===== config.mk =====
export PLATFORM = sky130hd
export DESIGN_NAME = simd2_lane_serializer_flat
export DESIGN_NICKNAME = d
export VERILOG_FILES = /design/src/rtl/simd2_pkg.sv /design/src/rtl/simd2_lane_serializer_if.sv /design/src/rtl/simd2_lane_serializer.sv /design/src/flat_wrapper.sv
export SDC_FILE = /design/constraint.sdc
export NUM_CORES = 1
export LEC_CHECK = 0
export CAP_MARGIN = 25
export CORE_ASPECT_RATIO = 0.9
export CORE_MARGIN = 10
export CORE_UTILIZATION = 55
export CTS_BUF_LIST = sky130_fd_sc_hd__clkbuf_4
export CTS_CLUSTER_DIAMETER = 100
export DETAILED_ROUTE_END_ITERATION = 12
export GPL_TIMING_DRIVEN = 0
export PLACE_DENSITY = 0.91
export SLEW_MARGIN = 20
export SYNTH_ARGS = -nofsm -noshare
export SYNTH_HDL_FRONTEND = slang
export SYNTH_SLANG_ARGS = --single-unit
export TNS_END_PERCENT = 100

===== constraint.sdc =====
create_clock -name clk -period 6.56 [get_ports clk]
set_input_delay 0.984 -clock clk [delete_from_list [all_inputs] [get_ports clk]]
set_output_delay 0.984 -clock clk [all_outputs]
set_load 0.05 [all_outputs]

===== src/rtl/simd2_pkg.sv =====
// Shared types and constants for the simd2 datapath.
package simd2_pkg;

    localparam int SIMD2_LANES = 10;
    localparam int SIMD2_W     = 16;

    typedef logic [1:0] opcode_t;

    typedef enum logic [1:0] {
        IDLE,
        SEND,
        SUM
    } state_t;

endpackage


===== src/rtl/simd2_lane_serializer_if.sv =====
// Capture port plus serial lane/sum port of the lane serializer.
interface simd2_lane_serializer_if
    import simd2_pkg::*;
#(
    parameter int LANES = SIMD2_LANES,
    parameter int W     = SIMD2_W
);

    logic               in_valid;
    logic               in_ready;
    logic [LANES*W-1:0] in_lanes;
    opcode_t            in_opcode;

    logic               out_valid;
    logic               out_ready;
    logic [W-1:0]       out_data;
    logic [3:0]         out_lane;
    logic               out_last;
    opcode_t            out_opcode;

    logic               sum_valid;
    logic [W+3:0]       sum_out;

    modport master (
        output in_valid, in_lanes, in_opcode, out_ready,
        input  in_ready, out_valid, out_data, out_lane,
        input  out_last, out_opcode, sum_valid, sum_out
    );

    modport slave (
        input  in_valid, in_lanes, in_opcode, out_ready,
        output in_ready, out_valid, out_data, out_lane,
        output out_last, out_opcode, sum_valid, sum_out
    );

endinterface


===== src/rtl/simd2_lane_serializer.sv =====
// Captures one wide simd2 result and streams it out lane by lane,
// then reports the unsigned sum of all lanes.
module simd2_lane_serializer
    import simd2_pkg::*;
#(
    parameter int LANES = SIMD2_LANES,
    parameter int W     = SIMD2_W
) (
    input  logic                  clk,
    input  logic                  rst,
    simd2_lane_serializer_if.slave bus
);

    localparam int SW = W + 4;

    state_t       r_state;
    state_t       w_next;
    logic [3:0]   r_idx;
    logic [W-1:0] r_buf [LANES];
    opcode_t      r_opcode;
    logic [SW-1:0] r_acc;
    logic [SW-1:0] r_sum;

    logic          w_capture;
    logic          w_accept;
    logic          w_last;
    logic          w_send;
    logic [W-1:0]  w_lane;
    logic [SW-1:0] w_acc_next;

    assign w_send     = (r_state == SEND);
    assign w_capture  = (r_state == IDLE) && bus.in_valid;
    assign w_accept   = w_send && bus.out_ready;
    assign w_last     = (r_idx == 4'(LANES - 1));
    assign w_lane     = r_buf[r_idx];
    assign w_acc_next = r_acc + SW'(w_lane);

    always_ff @(posedge clk) begin
        if (rst) begin
            r_state <= IDLE;
        end else begin
            r_state <= w_next;
        end
    end

    always_comb begin
        w_next = r_state;
        unique case (r_state)
            IDLE: if (bus.in_valid) w_next = SEND;
            SEND: if (w_accept && w_last) w_next = SUM;
            SUM:  w_next = IDLE;
            default: w_next = IDLE;
        endcase
    end

    // Final sum lands in r_sum on the last handshake so it is valid in SUM.
    always_ff @(posedge clk) begin
        if (rst) begin
            r_idx    <= '0;
            r_opcode <= '0;
            r_acc    <= '0;
            r_sum    <= '0;
        end else if (w_capture) begin
            r_idx    <= '0;
            r_opcode <= bus.in_opcode;
            r_acc    <= '0;
        end else if (w_accept) begin
            r_acc <= w_acc_next;
            if (w_last) begin
                r_sum <= w_acc_next;
            end else begin
                r_idx <= r_idx + 4'd1;
            end
        end
    end

    always_ff @(posedge clk) begin
        if (w_capture) begin
            for (int k = 0; k < LANES; k++) begin
                r_buf[k] <= bus.in_lanes[k*W +: W];
            end
        end
    end

    assign bus.in_ready   = (r_state == IDLE);
    assign bus.out_valid  = w_send;
    assign bus.sum_valid  = (r_state == SUM);
    assign bus.out_data   = w_send ? w_lane : '0;
    assign bus.out_lane   = w_send ? r_idx : '0;
    assign bus.out_last   = w_send && w_last;
    assign bus.out_opcode = r_opcode;
    assign bus.sum_out    = r_sum;

endmodule


===== src/flat_wrapper.sv =====
// flat-port wrapper written by rule: the top's interface ports become plain ports
module simd2_lane_serializer_flat import simd2_pkg::*;
#(
    parameter int LANES = SIMD2_LANES,
    parameter int W     = SIMD2_W
)
  (clk, rst, bus_in_valid, bus_in_lanes, bus_in_opcode, bus_out_ready, bus_in_ready, bus_out_valid, bus_out_data, bus_out_lane, bus_out_last, bus_out_opcode, bus_sum_valid, bus_sum_out);
  simd2_lane_serializer_if #(.LANES(LANES), .W(W)) bus_i ();
  input  logic clk;
  input  logic rst;
  input wire logic [$bits(bus_i.in_valid)-1:0] bus_in_valid;
  input wire logic [$bits(bus_i.in_lanes)-1:0] bus_in_lanes;
  input wire logic [$bits(bus_i.in_opcode)-1:0] bus_in_opcode;
  input wire logic [$bits(bus_i.out_ready)-1:0] bus_out_ready;
  output wire logic [$bits(bus_i.in_ready)-1:0] bus_in_ready;
  output wire logic [$bits(bus_i.out_valid)-1:0] bus_out_valid;
  output wire logic [$bits(bus_i.out_data)-1:0] bus_out_data;
  output wire logic [$bits(bus_i.out_lane)-1:0] bus_out_lane;
  output wire logic [$bits(bus_i.out_last)-1:0] bus_out_last;
  output wire logic [$bits(bus_i.out_opcode)-1:0] bus_out_opcode;
  output wire logic [$bits(bus_i.sum_valid)-1:0] bus_sum_valid;
  output wire logic [$bits(bus_i.sum_out)-1:0] bus_sum_out;
  assign bus_i.in_valid = bus_in_valid;
  assign bus_i.in_lanes = bus_in_lanes;
  assign bus_i.in_opcode = bus_in_opcode;
  assign bus_i.out_ready = bus_out_ready;
  assign bus_in_ready = bus_i.in_ready;
  assign bus_out_valid = bus_i.out_valid;
  assign bus_out_data = bus_i.out_data;
  assign bus_out_lane = bus_i.out_lane;
  assign bus_out_last = bus_i.out_last;
  assign bus_out_opcode = bus_i.out_opcode;
  assign bus_sum_valid = bus_i.sum_valid;
  assign bus_sum_out = bus_i.sum_out;
  simd2_lane_serializer #(.LANES(LANES), .W(W)) u_core (.clk(clk), .rst(rst), .bus(bus_i));
endmodule

==> results.json, run 1 <==
{
  "syn_avg_cell_area_um2": 15.26,
  "chipWidth_um": 153.5,
  "cts_tree": "built",
  "seq_power_share_pct": 51.6,
  "grt_max_degree": 95,
  "cp.depth": 7,
  "dr.first_iter.drc_count": 618,
  "endpoint": "bus_out_data[3]",
  "status": "completed",
  "drcViolationCount": 0,
  "cts_root_buf": "clkbuf_4",
  "path_clk_slew_ns": 0.07,
  "synth_cell_types": 55,
  "rows": 43,
  "cts_setup_buffers": 0,
  "drive_gt1_share_pct": 14.87,
  "cts_hold_buf": 0,
  "antenna_found_initial": 1,
  "period_share_pct": 72.54,
  "power.internal_mw": 2.223,
  "die_h_um": 140.1,
  "syn-instance-count": 578,
  "cts_buffers": 51,
  "final_hold_viol_count": 0,
  "grt_pass1_wl_um": 41800,
  "vias": 6330,
  "p_clk_share_pct": 35.6,
  "crit_buf_inv": 3,
  "cts_resized": 0,
  "start_util_pct": 56.72,
  "powerDensity_nw_per_um2": 253.5,
  "io_pins": 212,
  "r2r_cells": 13,
  "synth_nets": 763,
  "synth_area_um2": 8818,
  "setup.worst_path.end_class": "output port",
  "clock_sinks": 212,
  "layout_commonest_cell": "clkdlybuf4s50_1",
  "die_area_um2": 21510,
  "postRouteAntennaNets": 0,
  "fin_skew_ns": 0.05398,
  "viasPerCell": 5.839,
  "power_frac_comb_pct": 12.8,
  "worst_pin_slew_ns": 0.7199,
  "core_um2": 15550,
  "mostFrequentLayoutCells": "clkdlybuf4s50_1 (211), edfxtp_1 (160), clkbuf_4 (73), dfxtp_1 (52), a21oi_1 (41)",
  "rsz0062_at_grt": "false",
  "final_util_pct": 76.23,
  "tns_ns": 0,
  "htree_levels": 2,
  "critPathMaxFanout": 10,
  "r2r_slack_ns": 2.26,
  "place_congestion": 0.9025,
  "synth-edff-count": 160,
  "final_cells": 1084,
  "crit_path_start_kind": "register",
  "seq_area_frac_synth_pct": 66.29,
  "slowest_delay_ns": 0.70,
  "synth_flop_cell": "edfxtp_1",
  "hpwl_um": 19180,
  "clk_path_buf_depth": 3,
  "slew_violations": 0,
  "slowest_stage": "clkdlybuf4s50_1",
  "wl_um": 27260,
  "p_leak_nw": 4.228,
  "relSlewSlack_pct": 52.00,
  "cp_data_required_time_ns": 5.58,
  "synth_warnings": 0,
  "crit_type": "reg2out",
  "setup_viol": 0,
  "grt_usage_pct": 25.22,
  "netSwitchingFraction_pct": 26.01,
  "crit_chain": "buf_2, buf_4, mux4_2, a211oi_1, a21oi_1, and2_1, clkdlybuf4s50_1",
  "synth-async-reset-ratio_pct": 0,
  "clk_latency_ns": 0.69,
  "grt_overflow_total": 0,
  "synth_seq_cells": 212,
  "avgRoutedWirePerCell_um": 25.15,
  "arrival_ns": 3.77,
  "crit_family": "buffers and inverters",
  "r2r-end": "u_core.bus.sum_out[17]",
  "fmax_mhz": 210.1,
  "layout.nets": 1028,
  "p_sw_uw": 781.5,
  "nFillCells": 866,
  "dr.pass1.iters": 7,
  "grt_pass1_vias": 6967,
  "post-route-min-period_ns": 4.759,
  "hp-class": "reg2reg",
  "dpl.cell_count": 992,
  "io_buffers": 211,
  "syn2layout_area_growth_pct": 34.41,
  "peakVddDrop_mv": 0.2131,
  "drv_cap": 0
}
[power by group through the flow]
stage | combinational [mW] | clock [mW] | sequential, mW
2_1_floorplan | 0.192 | 0 | 1.57
3_3_place_gp | 0.362 | 0 | 1.57
3_5_place_dp | 0.378 | 0 | 1.58
4_1_cts | 0.383 | 1.08 | 1.55
5_1_grt | 0.409 | 1.14 | 1.55
6_report | 0.385 | 1.07 | 1.55
[synthesized netlist by cell type (all sizes together) (2+ instances only)]
library cell	count	area [um2]
mux4	32	720.7
o211ai	2	15.01
a21boi	2	15.02
nand2	38	142.6
clkbuf	15	56.30
a21oi	41	205.2
ha	18	225.2
nor2	20	82.58
nor2b	17	106.4
o31ai	2	20.02
buf	15	70.07
o21ai	7	46.29
a22o	18	157.7
nand4	6	37.54
a21o	11	83.83
nand3b	4	30.03
a211oi	21	157.7
mux2i	19	190.2
o21bai	3	26.27
a31oi	3	33.78
xor2	7	61.31
and3	2	12.51
and2	21	131.4
a311o	2	20.02
edfxtp	160	4805
nand3	7	35.03
inv	4	15.01
xnor2	11	96.34
or3	3	18.77
dfxtp	52	1041
[registers in the layout (all words and copies together) (netlist names), named ones only]
signal,count
u_core.bus.sum_out,20
u_core.r_buf,160
u_core.bus.out_opcode,2
u_core.r_acc,20
u_core.r_state,2
u_core.r_idx,4
[metal layers]
| metal | routed length (um) | global-route usage (%) | up-vias |
|---|---|---|---|
| met4 | 723 | 8.992 | 0 |
| met5 | 0 | 0 | - |
| li1 | - | - | 2808 |
| met2 | 13990 | 43.65 | 427 |
| met1 | 9507 | 28.49 | 3047 |
| met3 | 3040 | 8.571 | 48 |
[final cells by class]
type | count | area, um2 | area share [%]
Timing Repair Buffer | 212 | 2140 | 18.05
Clock inverter | 18 | 81.33 | 0.6862
Inverter | 4 | 15.01 | 0.1267
Tap cell | 202 | 252.7 | 2.132
Sequential cell | 212 | 5846 | 49.32
Multi-Input combinational cell | 332 | 2831 | 23.89
Clock buffer | 73 | 548.0 | 4.624
Buffer | 30 | 136.4 | 1.151
Antenna cell | 1 | 2.502 | 0.02111
[worst min-delay path: cells and delay by family, from the launching register on]
family	cells	cell delay, ns
and+or+nand+nor	2	0.10
DFF	1	0.31
[worst min path at each step]
stage	start	cells past startpoint	slack, ns	end
2_1_floorplan	u_core.r_acc[12]	2	0.44	u_core.r_acc[12]
3_3_place_gp	u_core.bus.sum_out[13]	2	0.43	u_core.bus.sum_out[13]
3_5_place_dp	u_core.bus.sum_out[13]	2	0.44	u_core.bus.sum_out[13]
4_1_cts	u_core.bus.sum_out[13]	2	0.45	u_core.bus.sum_out[13]
5_1_grt	u_core.bus.sum_out[13]	2	0.47	u_core.bus.sum_out[13]
6_report	u_core.bus.sum_out[13]	2	0.44	u_core.bus.sum_out[13]
[per-stage QoR]
step	setup slack (ns)	total power, mW	hold slack [ns]	instance area, um2
final	1.801	3.005	0.4440	11850
after floorplan	2.174	1.763	0.4362	8818
after CTS	1.792	3.011	0.4478	11850
after global placement	1.011	1.936	0.4292	11180
after detailed placement	2.459	1.953	0.4386	11220
after global routing	1.673	3.102	0.4714	11850
[kinds of logic (layout without fill, tap and decap cells)]
logic type | count (synthesis) | in the layout | synth area share, %
compound gates | 117 | 117 | 9.563
buf+inv | 34 | 337 | 1.603
flops | 212 | 212 | 66.29
xor+xnor | 18 | 18 | 1.788
other cells | 0 | 1 | 0
fa+ha+maj | 19 | 19 | 2.781
simple gates | 127 | 127 | 7.648
mux | 51 | 51 | 10.33
No activity file was read; power rests on OpenSTA's default activity.
==> inputs of run 2 (changes only) <==
--- a/config.mk
+++ b/config.mk
@@ -8,12 +8,12 @@
 export CAP_MARGIN = 25
 export CORE_ASPECT_RATIO = 0.9
 export CORE_MARGIN = 10
-export CORE_UTILIZATION = 55
+export CORE_UTILIZATION = 46
 export CTS_BUF_LIST = sky130_fd_sc_hd__clkbuf_4
 export CTS_CLUSTER_DIAMETER = 100
 export DETAILED_ROUTE_END_ITERATION = 12
 export GPL_TIMING_DRIVEN = 0
-export PLACE_DENSITY = 0.91
+export PLACE_DENSITY = 0.82
 export SLEW_MARGIN = 20
 export SYNTH_ARGS = -nofsm -noshare
 export SYNTH_HDL_FRONTEND = slang
==> constraint.sdc (replaced) <==
create_clock -name clk -period 4.35 [get_ports clk]
set_input_delay 0.6525 -clock clk [delete_from_list [all_inputs] [get_ports clk]]
set_output_delay 0.6525 -clock clk [all_outputs]
set_load 0.05 [all_outputs]
==> run 2 against run 1 <==
Net effect: via count fell by 7.0%; setup slack got worse by 1.6 ns; non-clock buffer count did not move; wire length fell by 17%; core utilization fell by 12 points; combinational power rose by 44%; sequential share of layout area fell by 0.21 points; final cell count rose by 3.6%; critical path type unchanged; critical endpoint is now bus_out_data[14].
==> results.json, run 2 (synthesized netlist as in run 1, its figures left out) <==
{
  "p_leak_nw": 4.309,
  "dr.pass1.iters": 5,
  "fin_skew_ns": 0.04118,
  "postRouteAntennaNets": 0,
  "chipWidth_um": 165.9,
  "tns_ns": 0,
  "rows": 47,
  "dr.first_iter.drc_count": 294,
  "holdWs_ns": 0.4414,
  "rsz0062_at_grt": "false",
  "core_um2": 18640,
  "hp-class": "reg2reg",
  "arrival_ns": 3.45,
  "cts_tree": "built",
  "clk_latency_ns": 0.67,
  "setup.worst_path.end_class": "output port",
  "drive_gt1_share_pct": 15.62,
  "ff_latch_area_um2": 5846,
  "finalPower_mw": 4.438,
  "grt_max_degree": 105,
  "top_register": "u_core.r_buf",
  "fin_area_um2": 11900,
  "powerDensity_nw_per_um2": 372.8,
  "nFillCells": 1358,
  "cp_data_required_time_ns": 3.70,
  "mostFrequentLayoutCells": "clkdlybuf4s50_1 (201), edfxtp_1 (160), clkbuf_4 (77), dfxtp_1 (52), a21oi_1 (41)",
  "final_hold_viol_count": 0,
  "fmax_mhz": 243.6,
  "grt_pass1_vias": 6285,
  "final.setup.worst_slack_ns": 0.2448,
  "place_congestion": 0.9073,
  "htree_levels": 2,
  "syn2layout_area_growth_pct": 34.99,
  "post-route-min-period_ns": 4.105,
  "grt_pass1_wl_um": 34400,
  "io_buffers": 211,
  "setup_viol": 0,
  "grt_overflow_total": 0,
  "status": "completed",
  "placed_area_um2": 11270,
  "drcViolationCount": 0,
  "crit_path_start_kind": "register",
  "worst_pin_slew_ns": 0.6100,
  "r2r_cells": 13,
  "drv_cap": 0,
  "vias": 5888,
  "r2r_slack_ns": 0.28,
  "relSlewSlack_pct": 59.33,
  "period_share_pct": 94.37,
  "die_h_um": 151.4,
  "layout.nets": 1030,
  "wl_um": 22730,
  "io_pins": 212,
  "r2r-end": "u_core.bus.sum_out[17]",
  "clk_path_buf_depth": 3,
  "clock_sinks": 212,
  "hpwl_um": 17400,
  "layout_commonest_cell": "clkdlybuf4s50_1",
  "critPathMaxFanout": 10,
  "peakVddDrop_mv": 0.2765,
  "avgRoutedWirePerCell_um": 20.24,
  "multi_input_area_um2": 2831,
  "cts_buffers": 53,
  "start_util_pct": 47.31,
  "cts_root_buf": "clkbuf_4",
  "die_area_um2": 25120,
  "antenna_found_initial": 2,
  "grt_usage_pct": 17.60,
  "crit_type": "reg2out",
  "endpoint": "bus_out_data[14]",
  "viasPerCell": 5.243,
  "path_clk_slew_ns": 0.06,
  "dp_slack_ns": 0.1833,
  "largest_register_ffs": 160,
  "slew_violations": 0
}
## run 2: stage by stage
stage | utilization [%] | instances
floorplan | - | 578
global placement | 60.29 | 1034
detailed placement | 60.48 | 1035
CTS | 63.77 | 1122
global route | 63.86 | 1123
finish | 63.86 | 1123
## run 2: what timing repair did
action | 4_1_cts | 5_1_grt
hold buffers | 0 | 0
pin swaps | 0 | 0
setup buffers | 0 | 0
setup endpoints to repair | 9 | 11
hold endpoints to repair | 0 | 0
resized for setup | 9 | 8
## run 2: layout make-up
type / count / area share (%)
Sequential cell: 212 / 49.11
Multi-Input combinational cell: 332 / 23.79
Timing Repair Buffer: 212 / 17.93
Clock buffer: 75 / 4.730
Tap cell: 245 / 2.575
Buffer: 30 / 1.230
Clock inverter: 12 / 0.4940
Inverter: 4 / 0.1261
Antenna cell: 1 / 0.02102
## run 2: report_power, final
| part | switching [mW] | internal [mW] | leakage, nW |
|---|---|---|---|
| combinational | 0.284 | 0.272 | 1.98 |
| clock | 0.764 | 0.790 | 0.379 |
| sequential | 0.0298 | 2.30 | 1.95 |
## run 2: how the worst min path moves through the flow
stage / from / end / slack, ns / cells past startpoint
3_5_place_dp: u_core.bus.sum_out[13] / u_core.bus.sum_out[13] / 0.44 / 2
3_3_place_gp: u_core.bus.sum_out[13] / u_core.bus.sum_out[13] / 0.43 / 2
6_report: u_core.bus.sum_out[13] / u_core.bus.sum_out[13] / 0.44 / 2
5_1_grt: u_core.bus.sum_out[13] / u_core.bus.sum_out[13] / 0.46 / 2
2_1_floorplan: u_core.r_acc[12] / u_core.r_acc[12] / 0.44 / 2
4_1_cts: u_core.bus.sum_out[13] / u_core.bus.sum_out[13] / 0.45 / 2
## run 2: critical path, cell delays in order, from the launching register on
cell,delay [ns]
dfxtp_1,0.42
clkbuf_1,0.40
clkbuf_1,0.49
a211oi_1,0.21
a21oi_1,0.32
and2_1,0.17
clkdlybuf4s50_1,0.80
## run 2: metal layers
layer	track usage, %	vias to the layer above	part of all wire (%)
met5	0	-	0
met4	6.416	0	2.1
met3	7.927	36	11
met2	28.94	262	47
met1	20.06	2779	40
li1	-	2811	-
